<file path="src/rtl/mem_access_unit.sv">
// MEM-stage access unit: byte/half/word loads and stores onto a word RAM.
// Sub-word stores are read-modify-write since the RAM has no byte enables.
module mem_access_unit #(
  parameter int DATA_WIDTH = 32,
  parameter int ADDR_WIDTH = 10
) (
  input  logic                  clka,
  input  logic                  rsta_n,
  input  logic                  i_req_valid,
  output logic                  o_req_ready,
  input  logic [3:0]            i_op,
  input  logic [31:0]           i_addr,
  input  logic [DATA_WIDTH-1:0] i_wdata,
  output logic [DATA_WIDTH-1:0] o_rdata,
  output logic                  o_rvalid,
  output logic                  o_wdone,
  output logic                  o_fault,
  output logic [ADDR_WIDTH-1:0] o_addra,
  output logic [DATA_WIDTH-1:0] o_dina,
  output logic                  o_wea,
  output logic                  o_ena,
  input  logic [DATA_WIDTH-1:0] i_douta
);

  typedef enum logic [2:0] {
    IDLE, LD, ST, RMW_RD, RMW_WR
  } state_t;

  state_t state, state_nx;

  logic [2:0]            op_q, op_nx;
  logic [1:0]            off_q, off_nx;
  logic [15:0]           wd_q, wd_nx;
  logic                  fault_pend, fault_pend_nx;
  logic [ADDR_WIDTH-1:0] addra_nx;
  logic [DATA_WIDTH-1:0] dina_nx, rdata_nx;
  logic                  wea_nx, ena_nx, rvalid_nx, wdone_nx;

  logic       accept, bad;
  logic [1:0] size, off;
  logic       is_load, is_sw, is_sub;
  logic [7:0]  lane_b;
  logic [15:0] lane_h;
  logic [DATA_WIDTH-1:0] load_val, merged;
  logic unused;

  assign unused = ^{i_addr[31:ADDR_WIDTH+2]};

  assign o_req_ready = rsta_n && (state == IDLE);
  assign accept = i_req_valid && o_req_ready;
  assign size = i_op[1:0];
  assign off = i_addr[1:0];
  assign bad = (size == 2'b10)
             || (i_op[3] && i_op[2])
             || (size == 2'b01 && off[0])
             || (size == 2'b11 && off != 2'b00);
  assign is_load = !i_op[3];
  assign is_sw = i_op[3] && size == 2'b11;
  assign is_sub = i_op[3] && size != 2'b11;

  assign lane_b = i_douta[{off_q, 3'b000} +: 8];
  assign lane_h = off_q[1] ? i_douta[31:16] : i_douta[15:0];

  always_comb begin
    load_val = i_douta;
    unique case (1'b1)
      (op_q[1:0] == 2'b00):
        load_val = {{24{~op_q[2] & lane_b[7]}}, lane_b};
      (op_q[1:0] == 2'b01):
        load_val = {{16{~op_q[2] & lane_h[15]}}, lane_h};
      default: load_val = i_douta;
    endcase
  end

  always_comb begin
    merged = i_douta;
    if (op_q[1:0] == 2'b00)
      merged[{off_q, 3'b000} +: 8] = wd_q[7:0];
    else
      merged[{off_q[1], 4'b0000} +: 16] = wd_q;
  end

  always_comb begin
    state_nx = state;
    op_nx = op_q;
    off_nx = off_q;
    wd_nx = wd_q;
    addra_nx = o_addra;
    dina_nx = o_dina;
    rdata_nx = o_rdata;
    wea_nx = 1'b0;
    ena_nx = 1'b0;
    rvalid_nx = 1'b0;
    wdone_nx = 1'b0;
    fault_pend_nx = 1'b0;
    case (state)
      IDLE: begin
        if (accept && bad) begin
          fault_pend_nx = 1'b1;
        end else if (accept) begin
          addra_nx = i_addr[ADDR_WIDTH+1:2];
          op_nx = i_op[2:0];
          off_nx = off;
          wd_nx = i_wdata[15:0];
          unique case (1'b1)
            is_load: begin
              state_nx = LD;
              ena_nx = 1'b1;
            end
            is_sw: begin
              state_nx = ST;
              dina_nx = i_wdata;
              wea_nx = 1'b1;
            end
            is_sub: begin
              state_nx = RMW_RD;
              ena_nx = 1'b1;
            end
            default: state_nx = IDLE;
          endcase
        end
      end
      LD: begin
        rdata_nx = load_val;
        rvalid_nx = 1'b1;
        state_nx = IDLE;
      end
      ST: begin
        wdone_nx = 1'b1;
        state_nx = IDLE;
      end
      RMW_RD: begin
        dina_nx = merged;
        wea_nx = 1'b1;
        state_nx = RMW_WR;
      end
      RMW_WR: begin
        wdone_nx = 1'b1;
        state_nx = IDLE;
      end
      default: state_nx = IDLE;
    endcase
  end

  always_ff @(posedge clka or negedge rsta_n) begin
    if (!rsta_n) begin
      state <= IDLE;
      op_q <= '0;
      off_q <= '0;
      wd_q <= '0;
      fault_pend <= 1'b0;
      o_fault <= 1'b0;
      o_addra <= '0;
      o_dina <= '0;
      o_rdata <= '0;
      o_wea <= 1'b0;
      o_ena <= 1'b0;
      o_rvalid <= 1'b0;
      o_wdone <= 1'b0;
    end else begin
      state <= state_nx;
      op_q <= op_nx;
      off_q <= off_nx;
      wd_q <= wd_nx;
      fault_pend <= fault_pend_nx;
      o_fault <= fault_pend;
      o_addra <= addra_nx;
      o_dina <= dina_nx;
      o_rdata <= rdata_nx;
      o_wea <= wea_nx;
      o_ena <= ena_nx;
      o_rvalid <= rvalid_nx;
      o_wdone <= wdone_nx;
    end
  end

endmodule

</file>
<file path="config.mk">
export PLATFORM = sky130hd
export DESIGN_NAME = mem_access_unit
export DESIGN_NICKNAME = d
export VERILOG_FILES = /design/src/rtl/mem_access_unit.sv
export SDC_FILE = /design/constraint.sdc
export NUM_CORES = 1
export LEC_CHECK = 0
export BUFFER_PORTS_ARGS = -buffer_cell sky130_fd_sc_hd__buf_4
export CORE_MARGIN = 5
export CORE_UTILIZATION = 46
export CTS_CLUSTER_SIZE = 8
export DETAILED_ROUTE_END_ITERATION = 12
export GPL_TIMING_DRIVEN = 0
export PLACE_DENSITY = 0.85
export SETUP_SLACK_MARGIN = 0.3
export SYNTH_ARGS = -nofsm -noshare
export SYNTH_HDL_FRONTEND = slang
export SYNTH_SLANG_ARGS = --single-unit
export TNS_END_PERCENT = 30
</file>
<file path="constraint.sdc">
create_clock -name clka -period 4.4 [get_ports clka]
set_input_delay 0.44 -clock clka [delete_from_list [all_inputs] [get_ports clka]]
set_output_delay 0.44 -clock clka [all_outputs]
set_load 0.05 [all_outputs]
</file>
==> results of run 1 <==
-- per-stage QoR --
step	hold WS (ns)	utilization, %	worst slack (ns)
after floorplan	0.144	-	1.89
after global placement	0.341	58.3	1.16
after detailed placement	0.336	58.3	1.12
after CTS	0.261	60.5	1.36
after global routing	0.271	60.8	1.16
final	0.266	60.8	1.33
-- cells in the mapped netlist, drive strengths merged, types with 2 or more instances --
| cell type | count | share of area [%] |
|---|---|---|
| or3 | 8 | 0.84 |
| nor2b | 9 | 0.95 |
| and3b | 9 | 1.3 |
| buf | 21 | 2.1 |
| inv | 6 | 0.38 |
| a211oi | 17 | 2.1 |
| nor2 | 32 | 2.0 |
| nand4 | 8 | 0.84 |
| a22o | 24 | 3.5 |
| nor3b | 5 | 0.80 |
| dfrtp | 104 | 44 |
| mux2 | 31 | 5.9 |
| nand3 | 7 | 0.59 |
| mux2i | 33 | 5.5 |
| a221o | 16 | 2.7 |
| and2 | 9 | 0.95 |
| a41oi | 7 | 1.0 |
| a31oi | 25 | 2.6 |
| nand2b | 8 | 0.84 |
| and3 | 2 | 0.21 |
| a311o | 16 | 2.7 |
| a21oi | 33 | 2.8 |
| o21ai | 12 | 1.1 |
| a21o | 2 | 0.25 |
| nand3b | 9 | 1.1 |
| clkbuf | 33 | 2.1 |
| nand2 | 125 | 7.9 |
| ha | 5 | 1.1 |
-- routing by layer --
| metal | track usage [%] | wire (um) | share of wire [%] |
|---|---|---|---|
| met3 | 5.13 | 1860 | 9.6 |
| met1 | 35.4 | 7840 | 41 |
| met5 | 0 | 0 | 0 |
| met4 | 10.2 | 642 | 3.3 |
| met2 | 39.6 | 9010 | 47 |
-- cell families after synthesis --
family / after synthesis / synth area share (%)
muxes: 65 / 11.8
and+or+nand+nor: 236 / 19.4
xor gates and xnor gates: 1 / 0.147
AOI/OAI and AO/OA: 156 / 19.4
adders and majority gates: 5 / 1.05
DFF: 104 / 43.7
buffers and inverters: 60 / 4.54
-- worst paths after layout --
| path | startpoint | end |
|---|---|---|
| worst max-delay path | off_q[1] | o_dina[12] |
| worst min-delay path | i_addr[6] | o_addra[4] |
| worst max register to register | off_q[1] | o_dina[12] |
| worst min register to register | fault_pend | o_fault |
| max in group asynchronous | rsta_n | wd_q[12] |
| min in group asynchronous | rsta_n | o_ena |
-- sequential cells by signal, indices dropped and copies added, names as in the netlist --
name,count
off_q,2
o_fault,1
o_wdone,1
state,3
o_dina,32
o_rdata,32
o_rvalid,1
wd_q,16
o_addra,10
fault_pend,1
o_wea,1
o_ena,1
op_q,3
-- worst max-delay path, cell delays in order, from the launching register on --
cell	delay (ns)
dfrtp_1	0.39
buf_2	0.19
buf_2	0.31
inv_1	0.09
buf_2	0.22
ha_1	0.34
nor3b_2	0.42
buf_2	0.30
nand4_1	0.17
a311o_1	0.37
a31oi_1	0.19
-- power by group --
group          leakage [nW]  switching [mW]  internal (mW)
sequential             1.27           0.213           1.22
clock                 0.133           0.343          0.423
combinational          2.22            1.47          0.732
total                  3.63            2.03           2.38
-- final cells by class --
type	count	area (um^2)	share of cell area, %
clock inverters	2	15.0	0.195
clock buffers	12	267	3.46
plain buffers	54	248	3.21
repair buffers	164	1260	16.3
well taps	172	215	2.79
inverters	6	22.5	0.292
multi-input cells	463	3080	40.0
flip-flops and latches	104	2600	33.8
==> impl_metrics.env, run 1 <==
export IMPL_status="finished clean"
export IMPL_start_kind="register"
export IMPL_power_mw=4.41
export IMPL_rows=41
export IMPL_synth_ff_type="dfrtp_1"
export IMPL_core_area_mm2=0.0127
export IMPL_synth_seq_cells=104
export IMPL_p_per_area_mw_per_mm2=572
export IMPL_fp_dieH_um=124
export IMPL_io_pins=183
export IMPL_cp_end_kind="register"
export IMPL_antenna_cells=0
export IMPL_port_buffers=162
export IMPL_wire_per_inst_um=19.8
export IMPL_slew_viol_final=0
export IMPL_die_x_um=124
export IMPL_cts_buffer_depth=2
export IMPL_max_slew_margin_pct=60.8
export IMPL_grt_max_degree=106
export IMPL_dr_pass1_iters=6
export IMPL_fin_cells=977
export IMPL_drive_gt1_share_pct=26.7
export IMPL_post_cts_setup_buffers=0
export IMPL_synthArstFlopShare_pct=100
export IMPL_cap_viol_max_count=0
export IMPL_hold_viol_final=0
export IMPL_antenna_found_initial=0
export IMPL_hp_class="input port to register"
export IMPL_cts_buffers=9
export IMPL_ys_seq_area_share_pct=43.7
export IMPL_initial_core_util_pct=47.0
export IMPL_cts_sink_count=104
export IMPL_clockRootBuffer="clkbuf_16"
export IMPL_synth_distinct_cells=46
export IMPL_route_detailed_drc=0
export IMPL_area_growth_syn_to_layout_pct=29.5
export IMPL_postPlaceCellArea_mm2=0.00738
export IMPL_layout_commonest_cell="buf_4"
export IMPL_tightest_slew_ns=0.587
export IMPL_cts_htree_levels=3
export IMPL_clk_pin_slew_ns=0.07
export IMPL_tns_ns=0
export IMPL_finalClockSkew_ns=0.00580
export IMPL_grt_pass1_vias=5534
export IMPL_grtUsageTotal_pct=25.6
export IMPL_gp_congestion=0.937
export IMPL_drt_iter0_markers=605
export IMPL_ys_warn_count=0
export IMPL_period_share_pct=69.8
export IMPL_cts_hold_buf=0
export IMPL_dp_cells=961
export IMPL_grt_pass1_wl_um=30000
export IMPL_p_leak_nw=3.63
export IMPL_globalRoute_totalOverflow=0
export IMPL_period_minus_slack_ns=3.07
export IMPL_vias_per_cell=5.90
export IMPL_ir_drop_v=0.000304
export IMPL_design_area_mm2=0.00771
export IMPL_synth_area_per_cell_um2=9.49
export IMPL_vias=5761
export IMPL_fillers=1127
export IMPL_crit_type="register to register"
export IMPL_cp_required_ns=4.68
export IMPL_cts_tree="yes"
export IMPL_clk_latency_ns=0.36
export IMPL_cp_arrival_ns=3.35
export IMPL_layout_common_cells="163 x buf_4, 125 x nand2_1, 104 x dfrtp_1"
export IMPL_wl_um=19400
export IMPL_reg2reg_depth=10
export IMPL_antenna_left=0
export IMPL_hold_depth=3
export IMPL_fmax_ghz=0.326
export IMPL_dp_hpwl_um=14700
export IMPL_setup_viol=0
export IMPL_synth_edf_count=0
export IMPL_synth_nets=735
export IMPL_syn_area_mm2=0.00595
export IMPL_rsz0062_at_grt="no"
export IMPL_nets=910
export IMPL_cts_resized=0
export IMPL_cp_max_fo=12
export IMPL_r2r_slack_ns=1.33
export IMPL_syn_inst=627
export IMPL_dieArea_mm2=0.0153
Note: power is estimated with default switching activity, not from simulation.
==> inputs of run 2 (changes only) <==
PLACE_DENSITY = 0.88   (was 0.85)
clock period = 2.8 ns   (was 4.4 ns; I/O delays follow)
==> impl_metrics.env, run 2 (synthesized netlist as in run 1, its figures left out) <==
export IMPL_status="finished with violations"
export IMPL_violations="hold timing"
export IMPL_r2r_start="off_q[1]"
export IMPL_cp_max_fo=8
export IMPL_cp_arrival_ns=2.64
export IMPL_route_detailed_drc=0
export IMPL_antenna_left=0
export IMPL_dieArea_mm2=0.0153
export IMPL_wl_um=19700
export IMPL_finalClockSkew_ns=0.00632
export IMPL_rsz0062_at_grt="no"
export IMPL_nets=920
export IMPL_area_growth_syn_to_layout_pct=32.0
export IMPL_cpMostUsedCell="buf_6"
export IMPL_fmax_ghz=0.416
export IMPL_max_slew_margin_pct=46.7
export IMPL_timing_critical_path_depth=10
export IMPL_worstSetupEndpoint="o_dina[27]"
export IMPL_top_regs="o_dina x32, o_rdata x32, wd_q x16"
export IMPL_dr_pass1_iters=6
export IMPL_path_cells="buf_6 > buf_12 > inv_1 > buf_6 > ha_4 > and3b_1 > clkbuf_4 > a311o_1 > a22o_1 > mux2_1"
export IMPL_cts_htree_levels=3
export IMPL_vias=5839
export IMPL_port_buffers=162
export IMPL_timing_hold_ws_ns=-0.0656
export IMPL_cts_sink_count=104
export IMPL_period_share_pct=85.8
export IMPL_wire_per_inst_um=20.0
export IMPL_io_pins=183
export IMPL_crit_type="register to register"
export IMPL_setup_viol=0
export IMPL_grt_pass1_wl_um=30200
export IMPL_crit_buf_inv=5
export IMPL_grtUsageTotal_pct=25.6
export IMPL_hold_viol_final=41
export IMPL_slew_viol_final=0
export IMPL_p_per_area_mw_per_mm2=914
export IMPL_cp_end_kind="register"
export IMPL_core_area_mm2=0.0127
export IMPL_grt_max_degree=106
export IMPL_clk_latency_ns=0.36
export IMPL_layout_commonest_cell="buf_4"
export IMPL_cpPeakStageDelay_ns=0.39
export IMPL_die_x_um=124
export IMPL_clk_pin_slew_ns=0.07
export IMPL_initial_core_util_pct=47.0
export IMPL_slowest_stage="dfrtp_1"
export IMPL_drive_gt1_share_pct=28.2
export IMPL_critPathLaunch="off_q[1]"
export IMPL_cap_viol_max_count=0
export IMPL_grt_pass1_vias=5528
export IMPL_p_leak_nw=3.70
export IMPL_globalRoute_totalOverflow=0
export IMPL_gp_congestion=0.929
export IMPL_r2r_slack_ns=0.40
export IMPL_design_area_mm2=0.00786
export IMPL_cts_buffer_depth=2
export IMPL_drt_iter0_markers=579
export IMPL_fp_dieH_um=124
export IMPL_tightest_slew_ns=0.800
export IMPL_vias_per_cell=5.92
export IMPL_cts_hold_buf=0
export IMPL_cp_required_ns=3.04
export IMPL_hp_class="input port to asynchronous set/reset pin"
export IMPL_cts_buffers=9
export IMPL_start_kind="register"
export IMPL_postPlaceCellArea_mm2=0.00739
export IMPL_r2r_end="o_dina[27]"
export IMPL_cts_tree="yes"
export IMPL_antenna_found_initial=0
export IMPL_period_minus_slack_ns=2.40
export IMPL_clockRootBuffer="clkbuf_16"
export IMPL_dp_hpwl_um=14700
export IMPL_ir_drop_v=0.000569
export IMPL_antenna_cells=0
export IMPL_layout_common_cells="175 x buf_4, 125 x nand2_1, 104 x dfrtp_1"
export IMPL_tns_ns=0
export IMPL_crit_family="buffers and inverters"
export IMPL_rows=41
export IMPL_reg2reg_depth=10
-- run 2: metrics by stage --
| step | std cells | setup slack [ns] | power [mW] | hold WS (ns) | utilization, % |
|---|---|---|---|---|---|
| 2_1_floorplan | 627 | 0.351 | 4.57 | -0.0156 | - |
| 3_3_place_gp | 961 | -0.289 | 5.66 | 0.336 | 58.3 |
| 3_5_place_dp | 961 | -0.337 | 5.71 | 0.354 | 58.3 |
| 4_1_cts | 978 | 0.301 | 7.09 | 0.0942 | 61.3 |
| 5_1_grt | 987 | 0.296 | 7.49 | 0.0351 | 62.0 |
| 6_report | 987 | 0.398 | 7.18 | -0.0656 | 62.0 |
-- run 2: final cells by class --
| cell class | count | area (um^2) |
|---|---|---|
| Fill cell | 1061 | 4810 |
| Multi-Input combinational cell | 463 | 3100 |
| Sequential cell | 104 | 2600 |
| Timing Repair Buffer | 174 | 1310 |
| Buffer | 54 | 292 |
| Clock buffer | 12 | 267 |
| Tap cell | 172 | 215 |
| Clock inverter | 2 | 38.8 |
| Inverter | 6 | 26.3 |
-- run 2: per-layer routing --
metal / up-vias / wire length (um) / track usage, %
met3: 36 / 2110 / 5.54
met4: 0 / 414 / 8.17
li1: 2662 / - / -
met1: 2794 / 8110 / 35.4
met5: - / 0 / 0
met2: 347 / 9090 / 40.4
-- run 2: power by group --
part           internal [mW]  switching (mW)  leakage [nW]
logic                   1.25            2.36          2.28
registers               1.92           0.333          1.27
clock network          0.759           0.558         0.151
-- run 2: repair_timing --
action | 4_1_cts | 5_1_grt
pin swaps | 1 | 0
endpoints found under the setup margin | 52 | 32
resized for setup | 12 | 9
setup buffers | 3 | 9
-- run 2: worst min-delay path by stage --
stage               start    endpoint  depth (start not counted)
6_report           rsta_n       o_ena                          1
5_1_grt            rsta_n       o_ena                          1
4_1_cts            rsta_n  o_dina[28]                          1
2_1_floorplan      rsta_n  fault_pend                          0
3_5_place_dp   fault_pend     o_fault                          0
3_3_place_gp   fault_pend     o_fault                          0
